### src/rtl/flash_prefetch.sv
// Sequential instruction prefetcher: walks word addresses from the fetch PC, reads flash one word
// at a time, and queues {pc, word} pairs for the core behind a valid/ready handshake.
module flash_prefetch #(
   parameter int unsigned DEPTH    = 4,
   parameter int unsigned WAIT     = 0,
   parameter logic [31:0] RESET_PC = 32'h0000_0000
) (
   input  logic        XCLK,
   input  logic        XRES,
   input  logic        REDIR,
   input  logic [31:0] REDIR_PC,
   output logic        IVALID,
   input  logic        IREADY,
   output logic [31:0] IDATA,
   output logic [31:0] IPC,
   output logic        F_EN,
   output logic        F_RE,
   output logic [31:0] F_ADDR,
   input  logic [31:0] F_DATA,
   input  logic        F_GNT
);

   localparam int unsigned AW = (DEPTH > 1) ? $clog2(DEPTH) : 1;
   localparam int unsigned CW = $clog2(DEPTH + 1);
   localparam int unsigned WW = (WAIT > 0) ? $clog2(WAIT + 1) : 1;
   localparam logic [WW-1:0] WaitLast = WW'(WAIT);
   localparam logic [CW-1:0] Full     = CW'(DEPTH);

   typedef enum logic [0:0] {StIdle, StReq} state_e;

   state_e         state_q, state_d;
   logic [31:0]    fetch_pc_q, fetch_pc_d;
   logic [WW-1:0]  wcnt_q, wcnt_d;
   logic [CW-1:0]  count_q, count_d;
   logic [AW-1:0]  rd_ptr_q, rd_ptr_d;
   logic [AW-1:0]  wr_ptr_q, wr_ptr_d;
   logic [31:0]    ipc_q, ipc_d;
   logic [31:0]    idata_q, idata_d;
   logic [31:0]    mem_pc_q   [DEPTH];
   logic [31:0]    mem_data_q [DEPTH];
   logic           pop, push;

   always_comb begin
      state_d    = state_q;
      fetch_pc_d = fetch_pc_q;
      wcnt_d     = wcnt_q;
      count_d    = count_q;
      rd_ptr_d   = rd_ptr_q;
      wr_ptr_d   = wr_ptr_q;
      ipc_d      = ipc_q;
      idata_d    = idata_q;
      pop        = 1'b0;
      push       = 1'b0;

      if (REDIR) begin
         // The flushed queue always has room, so the new PC is requested straight away.
         count_d    = '0;
         rd_ptr_d   = '0;
         wr_ptr_d   = '0;
         wcnt_d     = '0;
         fetch_pc_d = {REDIR_PC[31:2], 2'b00};
         state_d    = F_GNT ? StReq : StIdle;
      end else begin
         pop  = (count_q != '0) && IREADY;
         push = (state_q == StReq) && F_GNT && (wcnt_q == WaitLast);
         if (pop) rd_ptr_d = rd_ptr_q + 1'b1;
         if (push) begin
            wr_ptr_d   = wr_ptr_q + 1'b1;
            fetch_pc_d = fetch_pc_q + 32'd4;
         end
         count_d = count_q + CW'(push) - CW'(pop);

         case (state_q)
            StIdle: begin
               if (F_GNT && ((count_q < Full) || pop)) state_d = StReq;
            end
            StReq: begin
               if (!F_GNT) begin
                  state_d = StIdle;
                  wcnt_d  = '0;
               end else if (wcnt_q == WaitLast) begin
                  wcnt_d = '0;
                  if (count_d == Full) state_d = StIdle;
               end else begin
                  wcnt_d = wcnt_q + 1'b1;
               end
            end
            default: state_d = StIdle;
         endcase

         // Head registers track the next head; the pushed word bypasses an empty queue.
         if (count_d != '0) begin
            if (push && (count_q == CW'(pop))) begin
               ipc_d   = fetch_pc_q;
               idata_d = F_DATA;
            end else begin
               ipc_d   = mem_pc_q[rd_ptr_d];
               idata_d = mem_data_q[rd_ptr_d];
            end
         end
      end
   end

   always_ff @(posedge XCLK or negedge XRES) begin
      if (!XRES) begin
         state_q    <= StIdle;
         fetch_pc_q <= RESET_PC;
         wcnt_q     <= '0;
         count_q    <= '0;
         rd_ptr_q   <= '0;
         wr_ptr_q   <= '0;
         ipc_q      <= '0;
         idata_q    <= '0;
         for (int unsigned i = 0; i < DEPTH; i++) begin
            mem_pc_q[i]   <= '0;
            mem_data_q[i] <= '0;
         end
      end else begin
         state_q    <= state_d;
         fetch_pc_q <= fetch_pc_d;
         wcnt_q     <= wcnt_d;
         count_q    <= count_d;
         rd_ptr_q   <= rd_ptr_d;
         wr_ptr_q   <= wr_ptr_d;
         ipc_q      <= ipc_d;
         idata_q    <= idata_d;
         if (push) begin
            mem_pc_q[wr_ptr_q]   <= fetch_pc_q;
            mem_data_q[wr_ptr_q] <= F_DATA;
         end
      end
   end

   assign IVALID = (count_q != '0);
   assign IPC    = ipc_q;
   assign IDATA  = idata_q;
   assign F_EN   = (state_q == StReq);
   assign F_RE   = F_EN;
   assign F_ADDR = F_EN ? fetch_pc_q : 32'h0;

endmodule

### config.mk
export PLATFORM = sky130hd
export DESIGN_NAME = flash_prefetch
export DESIGN_NICKNAME = d
export VERILOG_FILES = /design/src/rtl/flash_prefetch.sv
export SDC_FILE = /design/constraint.sdc
export NUM_CORES = 1
export LEC_CHECK = 0
export ABC_AREA = 1
export BUFFER_PORTS_ARGS = -buffer_cell sky130_fd_sc_hd__buf_2
export CAP_MARGIN = 10
export CORE_ASPECT_RATIO = 0.6
export CORE_MARGIN = 2
export CORE_UTILIZATION = 45
export CTS_CLUSTER_DIAMETER = 120
export DETAILED_ROUTE_END_ITERATION = 7
export SLEW_MARGIN = 20
export SYNTH_ARGS = -nofsm -noshare
export SYNTH_HDL_FRONTEND = slang
export SYNTH_SLANG_ARGS = --single-unit
### constraint.sdc
create_clock -name XCLK -period 4 [get_ports XCLK]
set_clock_uncertainty 0.1 [all_clocks]
set_input_delay 1.2 -clock XCLK [delete_from_list [all_inputs] [get_ports XCLK]]
set_output_delay 1.2 -clock XCLK [all_outputs]
set_load 0.05 [all_outputs]
==> flow_summary.toml <==
[die]
core-area_um2 = 36700
dieHeight_um = 154
rows = 54
start_util_pct = 46.1
ios = 168
dieArea_um2 = 39200
fp.dieW_um = 254

[sta]
rsz0062_at_grt = "false"
tns_ps = 0
hold_violations = 0
min_period_ps = 3170
period_share_pct = 79.3
worst_slew_pin_slew_ps = 1090
max_slew_margin_pct = 27.0
slew_viol_final = 0
setup_ws_ps = 830
fmax_ghz = 0.315
setup_viol = 0

[critical_path]
critPathArrivalTime_ps = 3520
reg2reg_from = "count_q[1]"
crit_chain = "buf_2, nand2_2, inv_2, nor2_1, inv_1, o21ai_0, o21bai_1"
required_ps = 4350
max_stage_delay_ps = 830
slowest_stage = "nor2_1"
reg2reg_slack_ps = 1170
criticalPathCategory = "input port to flop"
end_kind = "flop"
ff2ff_path_depth = 15
r2r_end = "IPC[17]"
critPathMaxFanout = 15
critPathLaunchType = "input port"

[route]
postRouteAntennaNets = 0
detail_route.iter0.violations = 1400
finalWirelength_mm = 48.4
remaining_drc_errors = 0
dr.pass1.iters = 7
wl_per_cell_um = 17.2
num_vias = 14800
routed_via_density = 5.27

[synthesis]
synth.most_common_cell = "nand2_1"
synthTopCellsByArea = "dfrtp_1 (52%), nand2_1 (19%), nand3_1 (7.3%)"
yosysUniqueCellTypes = 33
syn_area_per_cell_um2 = 7.69
ys_seq_area_share_pct = 51.5
synth_top_flop_cell = "dfrtp_1"
synth_edf_count = 0
syn_area_um2 = 16900
yosys_warnings = 0
ys_seq_elements = 348
synth_top_area_share_pct = 51.5
yosys.area.top_type = "dfrtp_1"
synth_commonest_cells = "nand2_1 (866), dfrtp_1 (348), nand3_1 (248), o21ai_0 (209), inv_1 (117)"
synthCells = 2197
async_reset_ff_share_pct = 100

[global_routing]
antenna_found_initial = 1
grt_overflow_total = 0
grt_pass1_vias = 14100
grt_pass1_wl_mm = 78.5
grt_util_all_layers_pct = 25.2
grt_max_degree = 125

[cts]
cts_root_buffer = "clkbuf_16"
hold_buffers = 0
clock_latency_ps = 530
postCtsSetupBuffers = 0
clock_path_buffers = 3
cts_max_level = 2
clock-sinks = 348
ctsResizeCount = 0
clkTransAtPathRegs_ps = 60
cts-buffers-inserted = 35
cts_tree = "built"

[power]
power-per-cell-area_nw_per_um2 = 766
power_mw = 14.7
ir_worst_vdd_v = 0.000710
p_leak_nw = 10.0

[finish]
fillCellCount = 3578
layout.nets = 2358
fin_area_um2 = 19200
synthToLayoutAreaGrowth_pct = 13.4
finalNonFillerCells = 2809
layout-drive-gt1-share_pct = 11.4

[run]
maxCapViolCount = 0

[worst_hold_path]
hp-class = "flop to flop"
holdPathEnd = "IDATA[17]"
worstHoldStart = "IDATA[17]"
holdPathStages = 2

[place]
hpwlAfterDp_mm = 28.5
dpl-instance-area_um2 = 18000
place_congestion = 0.946
place.port_buffers = 161
pre_cts_ws_ps = 357
placed_cells = 2749

[status]
outcome = "finished clean"
## routing by layer
| metal | up-vias | track usage, % | wire length [um] |
|---|---|---|---|
| met2 | 452 | 38.0 | 21400 |
| met1 | 7071 | 37.7 | 22900 |
| met5 | - | 0 | 0 |
| li1 | 7212 | - | - |
| met4 | 0 | 5.38 | 731 |
| met3 | 58 | 4.71 | 3350 |
## final cells by class
type / count / area [um^2] / share of cell area (%)
Sequential cell: 348 / 8710 / 45.5
Clock buffer: 52 / 1020 / 5.34
Multi-Input combinational cell: 1582 / 7000 / 36.5
Timing Repair Buffer: 191 / 1240 / 6.48
Clock inverter: 7 / 85.1 / 0.444
Antenna cell: 1 / 2.50 / 0.0131
Inverter: 124 / 472 / 2.46
Tap cell: 504 / 631 / 3.29
## worst max-delay path, delay by kind of cell
kind	cells	cell delay [ps]
AOI/OAI and AO/OA	2	430
buffers and inverters	3	870
and+or+nand+nor	2	1010
## per-stage QoR
| stage | utilization (%) | hold WS [ps] |
|---|---|---|
| global route | 52.2 | 401 |
| detailed placement | 49.2 | 360 |
| floorplan | - | 353 |
| CTS | 52.2 | 377 |
| global placement | 49.2 | 358 |
| finish | 52.2 | 375 |
## layout by cell type (no fill, tap or decap), drive strengths merged
master | Yosys | layout
o21ai | 261 | 261
a221o | 1 | 1
clkinv | 1 | 7
dfrtp | 348 | 348
clkbuf | 51 | 52
fa | 1 | 1
nor3 | 13 | 13
nand4 | 3 | 3
buf | 95 | 191
o221ai | 2 | 2
nand3 | 249 | 249
a32oi | 1 | 1
a31oi | 1 | 1
diode | 0 | 1
conb | 1 | 4
nor2 | 56 | 56
bufinv | 0 | 2
o211ai | 5 | 5
nand2 | 878 | 878
a21oi | 84 | 84
xor2 | 15 | 15
inv | 123 | 122
o21bai | 2 | 2
ha | 6 | 6
## sequential cells by signal, summed over array words and instances, names as in the netlist
register    count
mem_data_q    128
IDATA          32
IPC            30
fetch_pc_q     30
mem_pc_q      120
F_EN            1
wr_ptr_q        2
rd_ptr_q        2
count_q         3
## worst max path at each step
| stage | start | end | slack [ps] | cells after the start |
|---|---|---|---|---|
| 2_1_floorplan | F_GNT | IDATA[10] | 880 | 14 |
| 3_3_place_gp | F_GNT | fetch_pc_q[25] | 330 | 8 |
| 3_5_place_dp | F_GNT | fetch_pc_q[17] | 360 | 7 |
| 4_1_cts | F_GNT | fetch_pc_q[17] | 910 | 7 |
| 5_1_grt | F_GNT | fetch_pc_q[29] | 660 | 8 |
| 6_report | F_GNT | fetch_pc_q[17] | 830 | 7 |
## kinds of logic (layout without fill, tap and decap cells)
family | Yosys count | count (layout) | share of synthesized area (%)
other | 1 | 5 | 0.0222
AND/OR/NAND/NOR | 1199 | 1199 | 29.1
buffers and inverters | 270 | 374 | 7.25
flip-flops | 348 | 348 | 51.5
XOR/XNOR | 15 | 15 | 0.778
adder cells (fa/ha/maj) | 7 | 7 | 0.563
AO/OA/AOI/OAI | 357 | 357 | 10.8
## power by group
part / internal (mW) / switching [mW] / total, mW / leakage, nW
Sequential: 4.62 / 0.617 / 5.24 / 4.55
Clock: 1.89 / 1.40 / 3.30 / 0.546
Combinational: 1.75 / 4.40 / 6.15 / 4.94
Total: 8.26 / 6.42 / 14.7 / 10.0
Power figures use the tool's default switching activity.
